--- config.mk ---
export PLATFORM = sky130hd
export DESIGN_NAME = sync_edge_monitor
export DESIGN_NICKNAME = d
export VERILOG_FILES = /design/src/rtl/sync_edge_monitor.sv
export SDC_FILE = /design/constraint.sdc
export NUM_CORES = 1
export LEC_CHECK = 0
export ABC_AREA = 1
export BUFFER_PORTS_ARGS = -buffer_cell sky130_fd_sc_hd__buf_2
export CORE_MARGIN = 3
export CORE_UTILIZATION = 35
export CTS_CLUSTER_SIZE = 30
export DETAILED_ROUTE_END_ITERATION = 12
export HOLD_SLACK_MARGIN = 0.06
export PLACE_DENSITY = 0.61
export SYNTH_ARGS = -nofsm -noshare
export SYNTH_HDL_FRONTEND = slang
export SYNTH_SLANG_ARGS = --single-unit
--- constraint.sdc ---
create_clock -name clk_B -period 2.75 [get_ports clk_B]
set_input_delay 0.1375 -clock clk_B [delete_from_list [all_inputs] [get_ports clk_B]]
set_output_delay 0.1375 -clock clk_B [all_outputs]
set_load 0.1 [all_outputs]
--- src/rtl/sync_edge_monitor.sv ---
// sync_edge_monitor: edge detect/count plus rise-to-rise period records with stall.
// Define SYNC_MON_FALL_EN to build falling-edge detection and counting.
module sync_edge_monitor #(
  parameter int PERIOD_W = 8,
  parameter int TIMEOUT  = 64
) (
  input  logic                clk_B,
  input  logic                reset_B,
  input  logic                sync_in,
  output logic                rise_pulse,
  output logic                fall_pulse,
  output logic [7:0]          edge_count,
  output logic                period_valid,
  input  logic                period_ready,
  output logic [PERIOD_W-1:0] period_data,
  output logic                stall,
  output logic                overrun
);

  localparam logic [1:0] S_IDLE  = 2'd0;
  localparam logic [1:0] S_MEAS  = 2'd1;
  localparam logic [1:0] S_STALL = 2'd2;
  localparam logic [PERIOD_W-1:0] LP_TO = PERIOD_W'(TIMEOUT);
  localparam logic [PERIOD_W-1:0] LP_ONE = PERIOD_W'(1);

  logic                r_sync_q;
  logic                r_rise;
  logic [7:0]          r_ecnt;
  logic [1:0]          r_state;
  logic [PERIOD_W-1:0] r_cnt;
  logic                r_stall;
  logic                r_valid;
  logic [PERIOD_W-1:0] r_data;
  logic                r_ovr;

  logic w_rise;
  logic w_edge;
  logic w_new_rec;

  assign w_rise = sync_in & ~r_sync_q;

`ifdef SYNC_MON_FALL_EN
  logic r_fall;
  logic w_fall;

  assign w_fall = ~sync_in & r_sync_q;
  assign w_edge = w_rise | w_fall;
  assign fall_pulse = r_fall;

  always_ff @(posedge clk_B) begin
    if (reset_B) r_fall <= 1'b0;
    else         r_fall <= w_fall;
  end
`else
  assign w_edge = w_rise;
  assign fall_pulse = 1'b0;
`endif

  // Only a rise that closes a valid interval yields a record.
  assign w_new_rec = (r_state == S_MEAS) && w_rise;

  always_ff @(posedge clk_B) begin
    if (reset_B) begin
      r_sync_q <= 1'b0;
      r_rise   <= 1'b0;
      r_ecnt   <= 8'd0;
    end else begin
      r_sync_q <= sync_in;
      r_rise   <= w_rise;
      if (w_edge) r_ecnt <= r_ecnt + 8'd1;
    end
  end

  always_ff @(posedge clk_B) begin
    if (reset_B) begin
      r_state <= S_IDLE;
      r_cnt   <= '0;
      r_stall <= 1'b0;
    end else begin
      unique case (r_state)
        S_IDLE: begin
          if (w_rise) begin
            r_state <= S_MEAS;
            r_cnt   <= LP_ONE;
          end
        end
        S_MEAS: begin
          if (w_rise) begin
            r_cnt <= LP_ONE;
          end else if (r_cnt == LP_TO) begin
            r_state <= S_STALL;
            r_stall <= 1'b1;
          end else begin
            r_cnt <= r_cnt + LP_ONE;
          end
        end
        S_STALL: begin
          if (w_rise) begin
            r_state <= S_MEAS;
            r_cnt   <= LP_ONE;
            r_stall <= 1'b0;
          end
        end
        default: r_state <= S_IDLE;
      endcase
    end
  end

  always_ff @(posedge clk_B) begin
    if (reset_B) begin
      r_valid <= 1'b0;
      r_data  <= '0;
      r_ovr   <= 1'b0;
    end else if (w_new_rec) begin
      if (!r_valid || period_ready) begin
        r_data  <= r_cnt;
        r_valid <= 1'b1;
      end else begin
        r_ovr <= 1'b1;
      end
    end else if (r_valid && period_ready) begin
      r_valid <= 1'b0;
    end
  end

  assign rise_pulse   = r_rise;
  assign edge_count   = r_ecnt;
  assign period_valid = r_valid;
  assign period_data  = r_data;
  assign stall        = r_stall;
  assign overrun      = r_ovr;

endmodule
# [Word level (Yosys, flattened, before mapping)]
# Cells that the tools add are included.
[word_totals] regBits=31 in_bits=4 output_inout_bits=21 word_cells=53
[classes] n_addsub=2 eq_ne=9 muxes=15 bitwise=3 n_reduce_logical=15
[ops] operator="8-bit 2-to-1 mux" n=3
[ops] operator="8-bit by 1-bit adder with 8-bit output (second input constant)" n=2
[ops] operator="8-bit case mux with 2 select lines" n=1
[ops] operator="8-bit by 7-bit == test with 1-bit output (second input constant)" n=1
[ops] operator="1-bit 2-to-1 mux" n=6
[ops] operator="2-bit 2-to-1 mux" n=3
[ops] operator="2-bit by 1-bit inequality test with 1-bit output (second input constant)" n=3
[ops] operator="2-bit AND reduction" n=3
[ops] operator="3-bit AND reduction" n=2
[ops] operator="2-bit nonzero test" n=3
[ops] operator="2-bit inequality test (second input constant)" n=2
[ops] operator="2-bit case mux with 2 select lines" n=1
[ops] operator="4-bit AND reduction" n=1
[ops] operator="3-bit inequality test (second input constant)" n=1
[ops] operator="2-bit by 1-bit == test with 1-bit output (second input constant)" n=1
[ops] operator="2-bit == test (second input constant)" n=1
[ops] operator="1-bit logical AND" n=2
[ops] operator="2-bit zero test" n=1
[ops] operator="1-bit inverter" n=2
[ops] operator="1-bit case mux with 2 select lines" n=1
[ops] operator="2-bit OR reduction" n=1
[ops] operator="1-bit bitwise AND" n=1
[ops] operator="1-bit zero test" n=1
[ops] operator="1-bit logical OR" n=1

# [Longest topological paths before layout]
[depth] ltp_word=5 depth_mapped=10 depth_no_buf=10

# [Least setup slack after synthesis]
# Ideal clock, no wire load.
[synth_timing] path_kind="register -> register" start="register r_ecnt[1], in the netlist edge_count[1]" end="register r_ecnt[4], in the netlist edge_count[4]" setup_ns=0.132 arrival_ns=1.816 t_required_ns=2.618 path_slack_ns=0.802 path_stages_with_launch=6 path_buffers=0 synth_period_minus_slack_ns=1.948 cell_sequence="dfxtp_1 ha_1 inv_1 nor3_1 and3_1 nor3_1"
[synth_via] elab_chain_cells=1
[synth_lines] item="from (decl)" line="28" rtl="logic [7:0] r_ecnt;"
[synth_lines] item="from (signal assigned)" line="70" rtl="if (w_edge) r_ecnt <= r_ecnt + 8'd1;"
[synth_lines] item="8-bit by 1-bit adder with 8-bit output" line="70"
# No other way between the ends.
# A chain may end at the register's enable or synchronous reset.

# [Worst setup path after layout]
[layout_timing] start="register r_ecnt[0], in the netlist edge_count[0]" end="register r_ecnt[4], in the netlist edge_count[4]"
# The elaborated chain is that of the path after synthesis.

==> impl_metrics.py <==
metrics = {
    "clocking": {
        "root_buffer": "clkbuf_8",
        "cts_setup_buffers": 0,
        "numCtsBuffers": 5,
        "cts_sinks": 31,
        "htreeDepth": 2,
        "cts_tree": "done",
        "clockBufferDepth": 2,
        "clk-insertion-delay-late_ns": 0.28,
        "cts_hold_repair.buffers": 0,
        "cts-resized-gates": 0,
        "clk_pin_slew_worst_paths_ns": 0.06,
    },
    "placement": {
        "place_inst": 269,
        "hpwl_um": 2260,
        "place_congestion": 0.816,
        "port-buffer-count": 23,
    },
    "outcome": {
        "status": "finished, final reports clean",
    },
    "global_route": {
        "antenna_found_initial": 0,
        "grt-ovfl-total": 0,
        "grt_usage": 0.132,
        "grt_max_degree": 23,
        "first_global_vias": 1175,
        "grt_pass1_wl_um": 5290,
    },
    "final_layout": {
        "layout-drive-gt1-share": 0.196,
        "n_antenna_cell": 0,
        "fill_cells": 451,
        "instances_no_fill": 275,
        "syn2layout_area_growth_pct": 15.0,
        "nets": 233,
    },
    "setup_path": {
        "slowest_stage": "dfxtp_1",
        "endpoint": "edge_count[4]",
        "cp_num_buf_inv": 1,
        "cpMostUsedCell": "nor3_1",
        "start_kind": "register",
        "slowest_delay_ns": 0.38,
        "r2r_end": "edge_count[4]",
        "cp.depth": 5,
        "critical_path_class": "register to register",
        "reg2regPathDepth": 5,
        "crit_start": "edge_count[0]",
        "ff2ff_setup_slack_ns": 1.33,
        "worst_ep_required_time_ns": 2.93,
        "worst-path-max-fanout": 4,
        "critPathCaptureType": "register",
        "arrival_ns": 1.60,
        "r2r-start": "edge_count[0]",
        "cp_cell_sequence": "ha_1, inv_1, nor3_1, a21oi_1, nor3_1",
        "crit_family": "simple AND/OR/NAND/NOR gates",
    },
    "synthesis": {
        "synth_nets": 208,
        "synthTopCellsByArea": "dfxtp_1 42%, nand2_1 12%, nand3_1 7.8%",
        "synth_cell_types": 32,
        "syn_area_per_cell_sq_um": 7.36,
        "yosysTopAreaCellShare": 0.419,
        "netlist.top_cell.by_area": "dfxtp_1",
        "synthesis.instances": 201,
        "seq_area_frac_synth": 0.419,
        "syn_area_sq_um": 1480,
        "ys_ff_latch": 31,
        "ys_warn_count": 0,
    },
    "route": {
        "wl_per_cell_um": 11.0,
        "via_per_inst": 4.73,
        "drt_pass1_iterations": 4,
        "drt_iter0_drc": 57,
        "finalWirelength_um": 3040,
        "ant_nets": 0,
        "vias": 1301,
        "drc": 0,
    },
    "timing": {
        "whs_ns": 0.0909,
        "final_max_slew_viol_count": 0,
        "finClkSkew_ns": 0.00428,
        "hold_viol": 0,
        "fin_crit_ns": 1.42,
        "finalSetupTns_ns": 0,
        "fin_crit_sh": 0.515,
        "setup_viol": 0,
        "fmax_mhz": 706,
        "rsz0062_at_grt": "no",
    },
    "power_and_ir_drop": {
        "power.leakage_uw": 0.000764,
        "peakVddDrop_uv": 219,
        "p_per_area_nw_per_um2": 521,
    },
    "die": {
        "io_pins": 25,
        "start_util": 0.367,
        "die_w_um": 71.0,
        "design.die.area_sq_um": 5050,
        "fp-row-count": 23,
        "die_y_um": 71.0,
        "fp.coreArea_sq_um": 4030,
    },
    "flow_run": {
        "cap_violations": 0,
    },
    "min_path": {
        "hold_path.class": "input port to register",
    },
}
## registers in the layout, indices dropped and copies added, names as in the netlist, 2 cells and up
register     cells
edge_count       8
r_state          2
period_data      8
r_cnt            8
## final cells by class
| class | instances | area (sq um) | share of cell area |
|---|---|---|---|
| repair buffers | 24 | 123 | 0.0720 |
| flip-flops and latches | 31 | 621 | 0.364 |
| inverters | 24 | 90.1 | 0.0529 |
| clock buffers | 6 | 72.6 | 0.0426 |
| well taps | 50 | 62.6 | 0.0367 |
| multi-input cells | 140 | 734 | 0.431 |
## cells in the final DEF (no fill, tap or decap), types with 3 or more instances in the layout
master	n
nand2_1	46
nand2_4	3
nor3_1	3
dfxtp_1	31
clkbuf_8	5
o21ai_0	3
nand3_1	23
buf_2	23
ha_1	3
inv_1	18
inv_2	4
nand4_1	5
a21oi_1	18
nor2_1	18
## power breakdown
group,switching (uW),internal [uW]
Combinational,84.8,22.2
Clock,146,168
Sequential,8.07,458
Total,239,648
## metal layers
layer,global-route usage,share of wire
met1,0.169,0.47
met2,0.204,0.47
met3,0.0369,0.036
met4,0.0647,0.019
met5,0,0
## cells in the mapped netlist
library cell   n
a21oi_1       18
a31oi_1        1
and3_1         1
buf_1          1
buf_2          1
buf_4          1
buf_6          1
clkbuf_1       2
clkinv_1       2
conb_1         1
dfxtp_1       31
ha_1           3
inv_1         18
inv_2          4
nand2_1       46
nand2_2        2
nand2_4        3
nand3_1       23
nand3b_1       1
nand4_1        5
nor2_1        18
nor2_2         1
nor2_4         2
nor2_8         1
nor3_1         3
o21a_1         2
o21ai_0        3
o21ai_4        1
o311ai_0       1
o31ai_1        1
or2_2          1
xor2_1         2
## worst register-to-register path, delay by kind of cell (launching register included)
| family | cells | cell delay [ns] |
|---|---|---|
| fa+ha+maj | 1 | 0.20 |
| flops | 1 | 0.38 |
| simple gates | 2 | 0.59 |
| compound gates | 1 | 0.11 |
| buf+inv | 1 | 0.04 |
## worst min-delay path by stage
stage	cells past startpoint	slack, ns	endpoint	start
after floorplan	2	0.24	r_sync_q	sync_in
after global routing	3	0.13	r_sync_q	sync_in
after global placement	3	0.37	r_sync_q	sync_in
after CTS	3	0.08	r_sync_q	sync_in
final	3	0.09	r_sync_q	sync_in
after detailed placement	3	0.38	r_sync_q	sync_in
## cell families (layout without fill, tap and decap cells)
family,count (synthesis),after routing,synth area share
AND/OR/NAND/NOR,107,107,0.349
flip-flops,31,31,0.419
buffers and inverters,30,54,0.0845
AO/OA/AOI/OAI,27,27,0.107
adder cells (fa/ha/maj),3,3,0.0254
XOR/XNOR,2,2,0.0118
other,1,1,0.00253
## per-stage QoR
step	util	setup WS, ns	cell area (sq um)	total power (uW)
5_1_grt	0.423	1.17	1700	931
3_3_place_gp	0.405	1.33	1630	583
3_5_place_dp	0.405	1.32	1630	583
2_1_floorplan	-	0.802	1480	563
6_report	0.423	1.33	1700	887
4_1_cts	0.423	1.30	1700	907
Note: power is estimated with default switching activity, not from simulation.
